## src/rtl/ifu_fetch_ctrl.sv

```systemverilog
// Fetch-request stage: issues next-PC memory requests, filters stale
// responses after redirects and queues 8-byte fetch blocks for decode.
module ifu_fetch_ctrl #(
    parameter int MXLEN     = 64,
    parameter int FQ_DEPTH  = 4,
    parameter int MAX_OUTST = 2
) (
    input  logic             i_clk,
    input  logic             i_rst,
    input  logic [MXLEN-1:0] i_pcGen_nPc,
    input  logic             i_pcGen_nPcFetch_valid,
    input  logic             i_flush,
    output logic             o_ifu_stall,
    output logic             o_req_valid,
    output logic [MXLEN-1:0] o_req_addr,
    input  logic             i_req_ready,
    input  logic             i_rsp_valid,
    input  logic [63:0]      i_rsp_data,
    input  logic             i_rsp_err,
    output logic             o_fq_valid,
    output logic [MXLEN-1:0] o_fq_pc,
    output logic [63:0]      o_fq_instr,
    output logic [1:0]       o_fq_mask,
    output logic             o_fq_err,
    input  logic             i_fq_ready
);

    localparam int QW = $clog2(FQ_DEPTH);
    localparam int CW = QW + 1;
    localparam int AW = (MAX_OUTST > 1) ? $clog2(MAX_OUTST) : 1;
    localparam int OW = $clog2(MAX_OUTST) + 1;
    localparam int SW = CW + OW;

    typedef struct packed {
        logic [MXLEN-1:0] pc;
        logic [63:0]      data;
        logic [1:0]       mask;
        logic             err;
    } fq_ent_t;

    logic             pend_v;
    logic [MXLEN-1:0] pend_pc;
    logic [OW-1:0]    outst;
    logic [OW-1:0]    outst_nxt;
    logic [OW-1:0]    drop;

    logic [MXLEN-1:0] af_mem [MAX_OUTST];
    logic [AW-1:0]    af_wr;
    logic [AW-1:0]    af_rd;

    fq_ent_t          fq_mem [FQ_DEPTH];
    logic [QW-1:0]    fq_wr;
    logic [QW-1:0]    fq_rd;
    logic [CW-1:0]    fq_cnt;

    logic             credit_ok;
    logic             fire;
    logic             cap;
    logic             fq_push;
    logic             fq_pop;
    logic             fq_full;
    logic [MXLEN-1:0] rsp_pc;
    fq_ent_t          head;

    assign credit_ok = ((SW'(fq_cnt) + SW'(outst)) < SW'(FQ_DEPTH))
                     && (outst < OW'(MAX_OUTST));

    // No combinational path from i_req_ready into the request valid.
    assign o_req_valid = pend_v & credit_ok & ~i_flush;
    assign fire        = o_req_valid & i_req_ready;
    assign o_ifu_stall = pend_v & ~fire & ~i_flush;
    assign cap         = i_pcGen_nPcFetch_valid & ~o_ifu_stall;
    assign o_req_addr  = {pend_pc[MXLEN-1:3], 3'b000};

    assign outst_nxt = outst + OW'(fire) - OW'(i_rsp_valid);
    assign rsp_pc    = af_mem[af_rd];
    assign fq_push   = i_rsp_valid & (drop == '0) & ~i_flush;
    assign fq_full   = (fq_cnt == CW'(FQ_DEPTH));
    assign fq_pop    = o_fq_valid & i_fq_ready & ~i_flush;

    assign head       = fq_mem[fq_rd];
    assign o_fq_valid = (fq_cnt != '0);
    assign o_fq_pc    = o_fq_valid ? head.pc   : '0;
    assign o_fq_instr = o_fq_valid ? head.data : '0;
    assign o_fq_mask  = o_fq_valid ? head.mask : '0;
    assign o_fq_err   = o_fq_valid ? head.err  : 1'b0;

    always_ff @(posedge i_clk) begin
        if (i_rst) begin
            pend_v  <= 1'b0;
            pend_pc <= '0;
        end else if (cap) begin
            pend_v  <= 1'b1;
            pend_pc <= i_pcGen_nPc;
        end else if (fire | i_flush) begin
            pend_v  <= 1'b0;
        end
    end

    always_ff @(posedge i_clk) begin
        if (i_rst) begin
            outst <= '0;
            drop  <= '0;
            af_wr <= '0;
            af_rd <= '0;
        end else begin
            outst <= outst_nxt;
            if (i_flush) begin
                drop <= outst_nxt;
            end else if (i_rsp_valid && (drop != '0)) begin
                drop <= drop - 1'b1;
            end
            if (fire) begin
                af_wr <= (MAX_OUTST == 1) ? '0 : af_wr + 1'b1;
            end
            if (i_rsp_valid) begin
                af_rd <= (MAX_OUTST == 1) ? '0 : af_rd + 1'b1;
            end
        end
    end

    always_ff @(posedge i_clk) begin
        if (fire) begin
            af_mem[af_wr] <= pend_pc;
        end
        if (fq_push) begin
            fq_mem[fq_wr] <= '{
                pc:   rsp_pc,
                data: i_rsp_data,
                mask: rsp_pc[2] ? 2'b10 : 2'b11,
                err:  i_rsp_err
            };
        end
    end

    always_ff @(posedge i_clk) begin
        if (i_rst) begin
            fq_wr  <= '0;
            fq_rd  <= '0;
            fq_cnt <= '0;
        end else if (i_flush) begin
            fq_rd  <= fq_wr;
            fq_cnt <= '0;
        end else begin
            if (fq_push) begin
                fq_wr <= fq_wr + 1'b1;
            end
            if (fq_pop) begin
                fq_rd <= fq_rd + 1'b1;
            end
            fq_cnt <= fq_cnt + CW'(fq_push) - CW'(fq_pop);
        end
    end

    // Credit reserves a slot for every in-flight response.
    always_ff @(posedge i_clk) begin
        if (!i_rst) begin
            assert (!(fq_push && fq_full && !fq_pop));
        end
    end

endmodule

```

## config.mk

```make
export PLATFORM = sky130hd
export DESIGN_NAME = ifu_fetch_ctrl
export DESIGN_NICKNAME = d
export VERILOG_FILES = /design/src/rtl/ifu_fetch_ctrl.sv
export SDC_FILE = /design/constraint.sdc
export NUM_CORES = 1
export LEC_CHECK = 0
export CAP_MARGIN = 25
export CORE_MARGIN = 3
export CORE_UTILIZATION = 55
export DETAILED_ROUTE_END_ITERATION = 7
export PLACE_DENSITY = 0.79
export SLEW_MARGIN = 5
export SYNTH_ARGS = -nofsm -noshare
export SYNTH_HDL_FRONTEND = slang
export SYNTH_SLANG_ARGS = --single-unit
```

## constraint.sdc

```tcl
create_clock -name i_clk -period 5.5 [get_ports i_clk]
set_clock_uncertainty 0.05 [all_clocks]
set_input_delay 0.55 -clock i_clk [delete_from_list [all_inputs] [get_ports i_clk]]
set_output_delay 0.55 -clock i_clk [all_outputs]
set_load 0.02 [all_outputs]
```

==> flow_metrics.py, run 1 <==
metrics = {
    "floorplan": {
        "die_h_um": 230,
        "start_util_pct": 56.0,
        "pin_count": 334,
        "core-area_um2": 49200,
        "dieArea_um2": 52800,
        "die_x_um": 230,
        "row_count": 81,
    },
    "routing": {
        "drtAntennaViolNets": 0,
        "wl_per_cell_um": 24.0,
        "routed_wl_mm": 56.1,
        "vias": 13300,
        "first_pass_iters": 5,
        "viasPerCell": 5.69,
        "drt_first_iter_violations": 1177,
        "drc": 0,
    },
    "synth": {
        "synthesis.area_um2": 27500,
        "syn_area_per_cell_um2": 20.7,
        "postSynth.asyncResetShare_pct": 0,
        "ys.flop_type": "edfxtp_1",
        "yosysTopAreaCellShare_pct": 70.7,
        "synth.top_cells.by_count": "edfxtp_1, and2_1, mux4_2",
        "yosysMostFrequentCell": "edfxtp_1",
        "synth_cell_type_count": 39,
        "ys_seq_elements": 729,
        "synth.area.top_cells": "edfxtp_1, mux4_2, dfxtp_1",
        "netlist_instances": 1328,
        "synth-edff-count": 648,
        "yosysTopAreaCell": "edfxtp_1",
        "ys_warn_count": 0,
        "seq_area_frac_synth_pct": 76.6,
    },
    "global_route": {
        "antenna_found_initial": 2,
        "grt_max_degree": 131,
        "grt_first_pass_wirelength_mm": 85.0,
        "grt_usage_pct": 21.4,
        "grt_pass1_vias": 13800,
        "grt_overflow": 0,
    },
    "sta": {
        "setup_tns_ps": 0,
        "setup_slack_ps": 1490,
        "max_freq_mhz": 249,
        "finalCritPeriodShare_pct": 72.9,
        "setup_viol": 0,
        "min_period_ps": 4010,
        "rsz0062_at_grt": "false",
        "hold_viol_final": 0,
        "tightest_slew_ps": 1020,
        "drv_slew": 0,
        "max_slew_margin_pct": 31.9,
    },
    "layout": {
        "final_area_um2": 33500,
        "fill_cells": 3050,
        "layout.nets": 1766,
        "regArea_um2": 21100,
        "drive_above_1_share_pct": 20.0,
        "syn2layout_area_growth_pct": 21.7,
        "multi_input_area_um2": 5580,
    },
    "clock_network": {
        "path_clk_slew_ps": 60,
        "cts_tree": "done",
        "cts.sinks": 729,
        "clockBufferDepth": 3,
        "cts_hold_buf": 0,
        "clock-root-buffer": "clkbuf_16",
        "cts_setup_buffers": 0,
        "htree_levels": 3,
        "ctsResizeCount": 0,
        "insertion_delay_ps": 590,
        "cts_buffers": 71,
    },
    "placed_design": {
        "place.gp.congestion": 0.735,
        "place_hpwl_mm": 31.9,
        "post_dp_cell_area_um2": 31000,
        "io_buffers": 330,
        "dpl_worst_slack_ps": 1950,
    },
    "setup_path": {
        "ff2ff_setup_slack_ps": 2770,
        "path_class": "flip-flop to output pin",
        "end_kind": "output pin",
        "start_kind": "flip-flop",
        "cp_data_required_time_ps": 4900,
        "arrival_ps": 3410,
        "worstPathMaxFanout": 70,
    },
    "pwr": {
        "peakVddDrop_mv": 0.213,
        "leakagePower_nw": 10.9,
        "p_per_area_nw_per_um2": 369,
    },
    "job": {
        "drv_cap": 0,
    },
    "status": {
        "outcome": "finished clean",
    },
    "min_path": {
        "hp-class": "flip-flop to flip-flop",
    },
}
==> per-stage QoR <==
stage,std cells,total power [mW],util (%),hold slack [ps]
global placement,2209,7.43,63.1,384
detailed placement,2209,7.46,63.1,409
CTS,2337,12.5,68.1,421
floorplan,1330,7.05,-,376
finish,2339,12.3,68.1,418
global route,2339,12.8,68.1,428
==> placed cells by master (no fill, tap or decap), drive strengths merged, types with 3 or more instances in the layout <==
cell type,instances
clkdlybuf4s50,330
ha,10
bufinv,10
mux2,63
nor2,17
xnor2,8
mux4,130
clkbuf,90
clkinv,22
clkinvlp,3
edfxtp,648
buf,17
and2,136
conb,3
dfxtp,81
inv,16
nor3,3
a22o,65
==> flip-flops by register name, summed over array words and instances (netlist names), named ones only <==
signal	count
af_mem	128
af_rd	1
af_wr	1
drop	2
fq_cnt	3
fq_mem	520
fq_rd	2
fq_wr	2
outst	2
pend_pc	64
pend_v	1
==> cell type report <==
class                           count  share of cell area (%)
Timing Repair Buffer              347                    10.5
Antenna cell                        1                 0.00747
Multi-Input combinational cell    457                    16.6
Clock buffer                       90                    5.92
Inverter                           13                   0.146
Tap cell                          664                    2.48
Sequential cell                   729                    63.0
Clock inverter                     38                    1.36
==> worst max-delay path: stages, from the launching register on <==
cell             delay (ps)
dfxtp_4                 800
buf_12                  480
mux4_2                  580
and2_1                  220
clkdlybuf4s50_1         560
==> cell families after synthesis <==
family,Yosys count,synth area share (%)
flops,729,76.6
mux,195,13.3
simple gates,166,3.65
buf+inv,144,3.31
compound gates,73,2.35
fa+ha+maj,11,0.527
xor+xnor,9,0.286
other cells,1,0.0136
==> routing by layer <==
layer | vias to the layer above | wire length (µm) | part of all wire (%) | global-route usage, %
met3 | 89 | 3920 | 7.0 | 4.36
met5 | - | 13 | 0.023 | 0
met4 | 2 | 1130 | 2.0 | 6.10
li1 | 5793 | - | - | -
met2 | 538 | 27500 | 49 | 34.2
met1 | 6889 | 23500 | 42 | 30.6
==> power breakdown <==
part / switching, mW / total (mW) / internal [mW]
sequential: 0.116 / 6.34 / 6.22
clock: 1.98 / 5.01 / 3.03
combinational: 0.495 / 0.999 / 0.503
==> path summary, 6_finish.rpt <==
path,endpoint,from,cells after the start
max reg2reg,af_mem[1][37],fq_cnt[1],5
min reg2reg,af_mem[0][0],pend_pc[0],0
min,af_mem[0][0],pend_pc[0],0
max,o_fq_pc[19],flip-flop,4
No activity file was read; power rests on OpenSTA's default activity.
==> run 2, diff against run 1 <==
--- a/config.mk
+++ b/config.mk
@@ -7,9 +7,9 @@
 export LEC_CHECK = 0
 export CAP_MARGIN = 25
 export CORE_MARGIN = 3
-export CORE_UTILIZATION = 55
+export CORE_UTILIZATION = 50
 export DETAILED_ROUTE_END_ITERATION = 7
-export PLACE_DENSITY = 0.79
+export PLACE_DENSITY = 0.76
 export SLEW_MARGIN = 5
 export SYNTH_ARGS = -nofsm -noshare
 export SYNTH_HDL_FRONTEND = slang
==> constraint.sdc (replaced) <==
create_clock -name i_clk -period 3.2 [get_ports i_clk]
set_clock_uncertainty 0.05 [all_clocks]
set_input_delay 0.32 -clock i_clk [delete_from_list [all_inputs] [get_ports i_clk]]
set_output_delay 0.32 -clock i_clk [all_outputs]
set_load 0.02 [all_outputs]
==> run 2 against run 1 <==
Sequential power rose by 70%; total power grew 72%; flip-flop and latch count is the same; final area is 1.2% higher; clock-buffer cell count increased by 7; via count down 0.92%; largest power group unchanged; combinational power grew 83%; worst hold slack got worse by 160 ps; clock power up 72%; cell count rose by 2.1%; register-to-register slack worse by 2000 ps; critical endpoint is now o_fq_pc[59]; utilization down 5.6 points.
==> flow_metrics.py, run 2 (synthesis results as in run 1) <==
metrics = {
    "status": {
        "outcome": "finished clean",
    },
    "clock_network": {
        "clock-root-buffer": "clkbuf_16",
        "cts_setup_buffers": 0,
        "cts_buffers": 73,
        "cts.sinks": 729,
        "insertion_delay_ps": 590,
        "path_clk_slew_ps": 60,
        "clockBufferDepth": 3,
        "cts_tree": "done",
        "htree_levels": 3,
        "cts_hold_buf": 0,
    },
    "layout": {
        "largest_register_ffs": 520,
        "final_cells": 2389,
        "layout.nets": 1783,
        "fin_util_pct": 62.6,
        "syn2layout_area_growth_pct": 23.1,
        "final_common_cell": "edfxtp_1",
        "regMostFlops": "fq_mem",
        "layout_common_cells": "edfxtp_1, clkdlybuf4s50_1, and2_1, mux4_2, clkbuf_16",
        "reg.largest.list": "fq_mem x520, af_mem x128, pend_pc x64",
        "drive_above_1_share_pct": 20.9,
    },
    "global_route": {
        "antenna_found_initial": 5,
        "grt_overflow": 0,
        "grt_max_degree": 83,
        "grt_first_pass_wirelength_mm": 83.2,
        "grt_pass1_vias": 14100,
        "grt_usage_pct": 19.1,
    },
    "placed_design": {
        "io_buffers": 330,
        "dpl.cell_count": 2255,
        "place.gp.congestion": 0.735,
        "place_hpwl_mm": 31.2,
    },
    "pwr": {
        "p_per_area_nw_per_um2": 628,
        "peakVddDrop_mv": 0.383,
        "finalPower_mw": 21.3,
        "leakagePower_nw": 11.1,
    },
    "min_path": {
        "hp-class": "input port to flip-flop",
    },
    "sta": {
        "finalCritPeriodShare_pct": 97.4,
        "fin_hold_ws_ps": 258,
        "tightest_slew_ps": 650,
        "min_period_ps": 3120,
        "setup_viol": 0,
        "max_freq_mhz": 321,
        "max_slew_margin_pct": 56.7,
        "rsz0062_at_grt": "true",
        "hold_viol_final": 0,
        "drv_slew": 0,
    },
    "routing": {
        "wl_per_cell_um": 23.2,
        "drt_first_iter_violations": 890,
        "first_pass_iters": 5,
        "drtAntennaViolNets": 0,
        "drc": 0,
        "vias": 13200,
        "routed_wl_mm": 55.4,
        "viasPerCell": 5.52,
    },
    "floorplan": {
        "die_h_um": 241,
        "pin_count": 334,
        "start_util_pct": 50.9,
        "core-area_um2": 54100,
        "row_count": 85,
        "die_x_um": 241,
        "dieArea_um2": 57900,
    },
    "setup_path": {
        "cp_data_required_time_ps": 2830,
        "start_kind": "flip-flop",
        "worstPathMaxFanout": 28,
        "path_class": "flip-flop to output pin",
        "arrival_ps": 2750,
        "end_kind": "output pin",
    },
    "job": {
        "drv_cap": 0,
    },
}
-- run 2: path summary, 6_finish.rpt --
check,from,end,slack (ps),depth (start not counted)
max reg2reg,fq_cnt[1],pend_pc[39],730,6
min reg2reg,pend_pc[0],af_mem[0][0],400,0
min,i_pcGen_nPc[28],pend_pc[28],260,2
max,flip-flop,o_fq_pc[59],80,5
-- run 2: repair_timing --
item | in CTS | in global routing
cloned | 0 | 2
setup endpoints to repair | 18 | 46
pin swaps | 0 | 1
resized for setup | 6 | 8
-- run 2: power breakdown --
group | switching, mW | total (mW) | internal, mW
logic | 0.917 | 1.83 | 0.915
registers | 0.129 | 10.8 | 10.7
clock network | 3.41 | 8.61 | 5.20
-- run 2: stage by stage --
| stage | setup TNS, ps | area, µm² | setup WS, ps |
|---|---|---|---|
| final | 0 | 33900 | 84.6 |
| after CTS | 0 | 33800 | 0.813 |
| after detailed placement | 0 | 31400 | 626 |
| after floorplan | -130990 | 27500 | -1020 |
| after global placement | 0 | 31400 | 620 |
| after global routing | -273 | 33900 | -36.9 |
-- run 2: area by class of cell --
type	count	area (µm²)
inverter	13	48.8
tap	696	871
timing repair buffer	361	3820
sequential	729	21100
multi-input combinational	458	5590
clock buffer	97	2070
clock inverter	34	382
antenna	1	2.50
fill	3697	20300
-- run 2: per-layer routing --
layer  track usage, %  routed length (µm)  vias up
met4             6.14                1280        4
met2             30.7               26600      402
met1             26.4               23900     6858
met5                0                  29        -
met3             4.21                3600       85
li1                 -                   -     5840
-- run 2: critical path: stages (launching register included) --
cell and delay [ps]:
dfxtp_4 380, buf_16 250, buf_12 230, mux4_2 520
and2_1 200, clkdlybuf4s50_1 550
